## config.mk

```make
export PLATFORM = sky130hd
export DESIGN_NAME = inst_issue_buffer
export DESIGN_NICKNAME = d
export VERILOG_FILES = /design/src/rtl/inst_issue_buffer.sv
export SDC_FILE = /design/constraint.sdc
export NUM_CORES = 1
export LEC_CHECK = 0
export BUFFER_PORTS_ARGS = -buffer_cell sky130_fd_sc_hd__buf_2
export CAP_MARGIN = 5
export CORE_MARGIN = 2
export CORE_UTILIZATION = 35
export DETAILED_ROUTE_END_ITERATION = 10
export PLACE_DENSITY = 0.56
export SLEW_MARGIN = 20
export SYNTH_ARGS = -nofsm -noshare
export SYNTH_HDL_FRONTEND = slang
export SYNTH_SLANG_ARGS = --single-unit
```

## constraint.sdc

```tcl
create_clock -name clk -period 5.4 [get_ports clk]
set_input_delay 0.27 -clock clk [delete_from_list [all_inputs] [get_ports clk]]
set_output_delay 0.27 -clock clk [all_outputs]
set_load 0.02 [all_outputs]
```

## src/rtl/inst_issue_buffer.sv

```systemverilog
// Decoded-instruction FIFO between fetch/decode and dispatch, first-word-fall-through.
// Optional same-cycle bypass on an empty buffer when IBUF_BYPASS_EN is defined.
module inst_issue_buffer #(
  parameter int DEPTH = 4,
  parameter int CNT_W = 3
) (
  input  logic             clk,
  input  logic             rst,
  input  logic [11:0]      in_opcode,
  input  logic [4:0]       in_rs,
  input  logic [4:0]       in_rt,
  input  logic [4:0]       in_rd,
  input  logic [4:0]       in_shamt,
  input  logic [15:0]      in_immediate,
  input  logic [25:0]      in_address,
  input  logic [31:0]      in_pc,
  input  logic             in_valid,
  input  logic             in_end,
  input  logic             flush,
  input  logic             issue_ready,
  output logic [11:0]      out_opcode,
  output logic [4:0]       out_rs,
  output logic [4:0]       out_rt,
  output logic [4:0]       out_rd,
  output logic [4:0]       out_shamt,
  output logic [15:0]      out_immediate,
  output logic [25:0]      out_address,
  output logic [31:0]      out_pc,
  output logic             out_valid,
  output logic             full,
  output logic [CNT_W-1:0] count,
  output logic             done
);

  localparam int PTR_W   = (DEPTH > 1) ? $clog2(DEPTH) : 1;
  localparam int ENTRY_W = 12 + 5 * 4 + 16 + 26 + 32;
  localparam logic [CNT_W-1:0] DEPTH_C = CNT_W'(DEPTH);

  logic [ENTRY_W-1:0] mem_r [DEPTH];
  logic [PTR_W-1:0]   rd_ptr_r;
  logic [PTR_W-1:0]   wr_ptr_r;
  logic [CNT_W-1:0]   count_r;
  logic               end_seen_r;

  logic [ENTRY_W-1:0] in_entry_s;
  logic [ENTRY_W-1:0] head_s;
  logic               empty_s;
  logic               full_s;
  logic               bypass_s;
  logic               enq_s;
  logic               deq_s;

  assign in_entry_s = {in_opcode, in_rs, in_rt, in_rd, in_shamt,
                       in_immediate, in_address, in_pc};
  assign empty_s    = (count_r == {CNT_W{1'b0}});
  assign full_s     = (count_r == DEPTH_C);

`ifdef IBUF_BYPASS_EN
  assign bypass_s = empty_s && in_valid && issue_ready && !flush;
`else
  assign bypass_s = 1'b0;
`endif

  // A bypassed instruction is consumed directly and never occupies a slot.
  assign enq_s = in_valid && !full_s && !flush && !bypass_s;
  assign deq_s = !empty_s && issue_ready && !flush;

  // Head selection: stored entry, or the live input while bypassing.
  always_comb begin
    head_s = mem_r[rd_ptr_r];
    if (bypass_s) begin
      head_s = in_entry_s;
    end else begin
      head_s = mem_r[rd_ptr_r];
    end
  end

  assign {out_opcode, out_rs, out_rt, out_rd, out_shamt,
          out_immediate, out_address, out_pc} = head_s;
  assign out_valid = !empty_s || bypass_s;
  assign full      = full_s;
  assign count     = count_r;
  assign done      = end_seen_r && empty_s;

  // Entry storage; contents are intentionally left unreset.
  always_ff @(posedge clk) begin
    if (enq_s) begin
      mem_r[wr_ptr_r] <= in_entry_s;
    end
  end

  // Pointers, occupancy and sticky end-of-program flag.
  always_ff @(posedge clk or posedge rst) begin
    if (rst) begin
      rd_ptr_r   <= {PTR_W{1'b0}};
      wr_ptr_r   <= {PTR_W{1'b0}};
      count_r    <= {CNT_W{1'b0}};
      end_seen_r <= 1'b0;
    end else if (flush) begin
      rd_ptr_r   <= {PTR_W{1'b0}};
      wr_ptr_r   <= {PTR_W{1'b0}};
      count_r    <= {CNT_W{1'b0}};
      end_seen_r <= 1'b0;
    end else begin
      if (enq_s) begin
        wr_ptr_r <= wr_ptr_r + PTR_W'(1);
      end
      if (deq_s) begin
        rd_ptr_r <= rd_ptr_r + PTR_W'(1);
      end
      case ({enq_s, deq_s})
        2'b10:   count_r <= count_r + CNT_W'(1);
        2'b01:   count_r <= count_r - CNT_W'(1);
        default: count_r <= count_r;
      endcase
      if (in_end) begin
        end_seen_r <= 1'b1;
      end
    end
  end

endmodule

```

Yosys cells after proc, flatten, opt, wreduce, memory -nomap -nowiden
Memory sizes are Yosys's and may differ from the RTL's.
Index checks and enable logic that the tools add are counted.

storage, ports and cells
  flip-flop bits (word level) = 8
  memories = 1
  output and inout bits = 112
  input port bits = 112
  bits in writable memories = 424

operators by class
  reduce and logical (&&, ||, !) cells = 13
  equality and inequality tests = 3
  mux-type cells = 10
  add/subtract/negate cells = 4

memory list
  memory  words  bits a word  read ports  clocked after Yosys merged registers in  write ports  line  text
  mem_r   4      106          1           0                                        1            39    logic [ENTRY_W-1:0] mem_r [DEPTH];

operators by type and width
  cell                                                                    count
  2-bit two-way mux                                                       4
  3-bit case mux with 2 select lines                                      1
  2-bit nonzero test                                                      3
  1-bit logical AND                                                       5
  2-bit by 1-bit adder with 2-bit output (second input constant)          2
  1-bit two-way mux                                                       4
  3-bit by 1-bit adder with 3-bit output (second input constant)          1
  3-bit equality test (second input constant)                             1
  1-bit zero test                                                         3
  3-bit zero test                                                         1
  3-bit two-way mux                                                       1
  3-bit nonzero test                                                      1
  3-bit by 1-bit subtractor with 3-bit output (second input constant)     1
  2-bit by 1-bit equality test with 1-bit output (second input constant)  1
  2-bit equality test (second input constant)                             1

Longest topological paths before layout
  depth after elaboration = 7
  mapped depth = 8
  gate-level depth less buffers = 7

Worst setup path before layout
OpenSTA, ideal clock, no wires.

  path kind = register to register
  start = register count_r[1] (netlist: count[1])
  end = memory mem_r[0][0] (netlist name), enable pin
  buffers on the path = 1
  data arrival time = 3.531 ns
  slack = 1.392 ns
  library setup time = 0.477 ns
  clock period less this slack = 4.008 ns
  cell stages (with the launch flop) = 5
  path through = dfrtp_1 -> buf_2 -> nor3b_2 -> nor3_1 -> and2_1

on the way
  longest elaborated chain between the ends = 6

ends and longest elaborated chain
  item                                     line  text
  start, declared                          42    logic [CNT_W-1:0] count_r;
  start signal, assigned                   97    count_r <= {CNT_W{1'b0}};
  start signal, assigned                   102   count_r <= {CNT_W{1'b0}};
  start signal, assigned                   112   2'b10: count_r <= count_r + CNT_W'(1);
  3-bit equality test                      56    assign full_s = (count_r == DEPTH_C);
  via full                                 30    output logic full,
  1-bit zero test                          65    assign enq_s = in_valid && !full_s && !flush && !bypass_s;
  1-bit logical AND (2 in a row)           65
  1-bit two-way mux                        87    if (enq_s) begin
  1-bit two-way mux (implied by the code)  88    mem_r[wr_ptr_r] <= in_entry_s;
  end, declared                            39

The timed path passes the listed nets, and every way through them passes these cells.

Final worst setup path
  start = register rd_ptr_r[0]
  end = output port out_shamt[0]

on the way
  longest elaborated chain between the ends = 1

ends and longest elaborated chain
  item                    line  text
  start, declared         40    logic [PTR_W-1:0] rd_ptr_r;
  start signal, assigned  95    rd_ptr_r <= {PTR_W{1'b0}};
  start signal, assigned  100   rd_ptr_r <= {PTR_W{1'b0}};
  start signal, assigned  109   rd_ptr_r <= rd_ptr_r + PTR_W'(1);
  memory 4 x 106 bit      --
  end, declared           25    output logic [4:0] out_shamt,

Every way passes these cells.

==> metrics <==
post-CTS setup buffers=0; actual slew at the worst max-slew pin=916 ps; Total Power Consumption=8.02 mW; setup TNS=0 ps; Psw=between 1.5 and 2 mW; unrepaired setup endpoints after global routing=no; period utilisation layout=57.1%; Switching Fraction=about a quarter; post-cts gate resize count=0; Synth warnings=0; number of nets still failing antenna checks after routing=0; area of all sequential standard cells=12,900 µm²; worst setup timing slack at the placement stage=2580 ps; fmax=around 320 MHz; total count of max-transition violations in the final report=0; total number of placement rows=between 70 and 80; number of buffers added by the clock tree synthesis step=46; part of the power in registers=48.3%; area of all placed cells without fillers=20,300 µm²; status=completed; area of the multi-input gates=2760 µm²; library cells used by synthesis=37; Core Area=~45,000 µm²; Clock Skews=roughly 7.4 ps; Critical path buffers and inverters=2; leakage power figure=6.80 nW; clock tree from TritonCTS=yes; number of nets in the layout=1,101; post-detailed-route wirelength per cell=19.9 µm; chip height=217 µm; Clk Tree Root Cell=clkbuf_16; HPWL after DPL=approximately 18,000 µm; commonest cells in the netlist=424 x edfxtp_1, 106 x mux4_2, 18 x buf_2; internal power component=6.15 mW; critical setup path kind=flop to output port; synthesized instance count=626; Post-Syn Area per Cell=25.4 µm²; final setup fails=0; overall fraction of global-route tracks in use=13.8%; cell-by-cell trace of the critical path=buf_4 -> mux4_2 -> buf_2; count of boundary I/O pins=224; IO buf count=223; width of the chip=217 µm; Filler Cell Count=3,908; register area share after synthesis=81.4%; cell with the most instances after synthesis=edfxtp_1; clock-pin slew on the worst setup and hold paths=60 ps; data required time at the worst endpoint=5130 ps; area enclosed by the die boundary=around 47,000 µm²; startpoint class of the critical path=flop; # Max-Cap Violations=0; maximum number of pins on one net before global-route repair=57; Post-CTS Hold Fix Bufs=110; top_reg_cell synth=edfxtp_1; count of state elements after synthesis=between 400 and 500; maximum buffer depth of the clock tree=3; cell area reported after detailed placement=17,700 µm²; power density relative to cell area=394 nW/µm²; internal reg-to-reg setup slack=2610 ps; First DRT Iteration DRCs=510; via count of the routed design=~7,600; Logic pwr share=12.7%; setup slack after layout=between 2000 and 2500 ps; Clock power frac=39.0%; worst endpoint data arrival time=2810 ps; post-detailed-route via-to-cell ratio=4.69; slowest cell on the critical path=dfrtp_4; clock latency of the later-clocked register in the worst-skew pair=approximately 560 ps; Final Hold Vio Count=0; share of synthesized registers carrying an async set or reset=between 1.5 and 2%; Max H-tree Level=2; maximum fanout count along the critical path=36; final global-route overflow total=0; leading area contributor after synthesis=edfxtp_1; Routability Congestion=approximately 0.7; final worst hold slack=roughly 110 ps; largest cells by area after synthesis=edfxtp_1 80%, mux4_2 15%, dfrtp_1 1.3%; final routed wirelength across all metal layers=32,400 µm; initial standard-cell utilization of the core=35.2%; initial antenna violation count=2; relative slew slack=approximately 39%; remaining design rule violation count=0; Period minus WS final=between 3000 and 4000 ps; Detailed Routing Iterations Pass 1=4; Synth Cell Area=roughly 16,000 µm²; number of enable flip-flop cells after synthesis=around 420; net count after synthesis=743; vias in the first global route=roughly 8,200; wire length of the first global-routing pass=48,900 µm; endpoint kind of the worst setup timing path=output port; clock tree sinks=432; cell family with the largest share of critical-path delay=flip-flops; Layout area overhead=28.1%; Crit path largest cell delay=between 900 and 1000 ps; fraction of layout instances using a drive strength above 1=40.1%; highest ir drop seen on vdd=0.250 mV; proportion of netlist area held by the largest area contributor=80.2%; worst hold path class=input port to flop
-- layer usage --
layer	part of all wire [%]	GRT usage, %
met1	44	18.3
met2	49	22.9
met3	5.2	3.12
met4	1.7	4.16
met5	0.074	0
-- state kept, by name, summed over array words and instances, names as in the netlist --
register,flops
end_seen_r,1
mem_r,424
count,3
rd_ptr_r,2
wr_ptr_r,2
-- cell type report --
type	instances	share of cell area, %
clock buffers	55	6.14
inverters	7	0.129
repair buffers	340	11.5
well taps	600	3.69
diodes	1	0.0123
flip-flops and latches	432	63.6
multi-input cells	157	13.6
clock inverters	30	1.35
-- power by group through the flow --
stage               registers [mW]  clock network [mW]  logic [mW]
CTS                           3.88                3.23        1.05
finish                        3.88                3.13        1.02
floorplan                     3.90                   0       0.685
global route                  3.89                3.36        1.09
global placement              3.95                   0       0.973
detailed placement            3.95                   0       0.976
-- worst min-delay path: stages --
cell	delay (ps)
buf_2	170
nand3b_1	110
a21oi_1	60
-- through the flow --
| stage | util (%) | cells |
|---|---|---|
| global placement | 39.3 | 1426 |
| CTS | 45.1 | 1621 |
| detailed placement | 39.3 | 1426 |
| global route | 45.1 | 1621 |
| finish | 45.1 | 1622 |
| floorplan | - | 626 |
-- final timing paths --
check | start | cells past startpoint | to
hold reg to reg | wr_ptr_r[1] | 2 | wr_ptr_r[1]
hold / removal | in_valid | 3 | wr_ptr_r[1]
min in group asynchronous | rst | 3 | count[2]
max in group asynchronous | rst | 3 | rd_ptr_r[0]
setup / recovery | rd_ptr_r[0] | 3 | out_shamt[0]
setup reg to reg | count[2] | 4 | mem_r[1][64]
-- cell families (layout without fill, tap and decap cells) --
group	count (synthesis)	after routing	synth area share (%)
AND/OR/NAND/NOR	27	27	0.977
flip-flops	432	432	81.4
adder cells (fa/ha/maj)	5	5	0.441
multiplexers	106	106	15.0
AO/OA/AOI/OAI	16	16	0.693
buffers and inverters	37	432	1.25
XOR/XNOR	3	3	0.165
other	0	1	0
-- placed cells by master, fill, tap and decap left out, drive strengths merged --
cell and n:
o22ai 1, dlygate4sd3 110, a211oi 1, nand2b 2, o31ai 1, a21o 1
o21ai 3, inv 8, nor3b 1, dfrtp 8, fa 1, nor2 8
diode 1, clkinv 23, nand2 1, edfxtp 424, xor2 2, o21a 1
or3b 2, mux4 106, a311oi 1, o41ai 1, o311ai 1, xnor2 1
and2 4, buf 230, a221oi 1, or3 2, o2111ai 1, or2 1
clkbuf 55, nand3 2, clkinvlp 1, nor3 2, bufinv 5, ha 4
nand3b 2, a21oi 3
No activity file was read; power rests on OpenSTA's default activity.
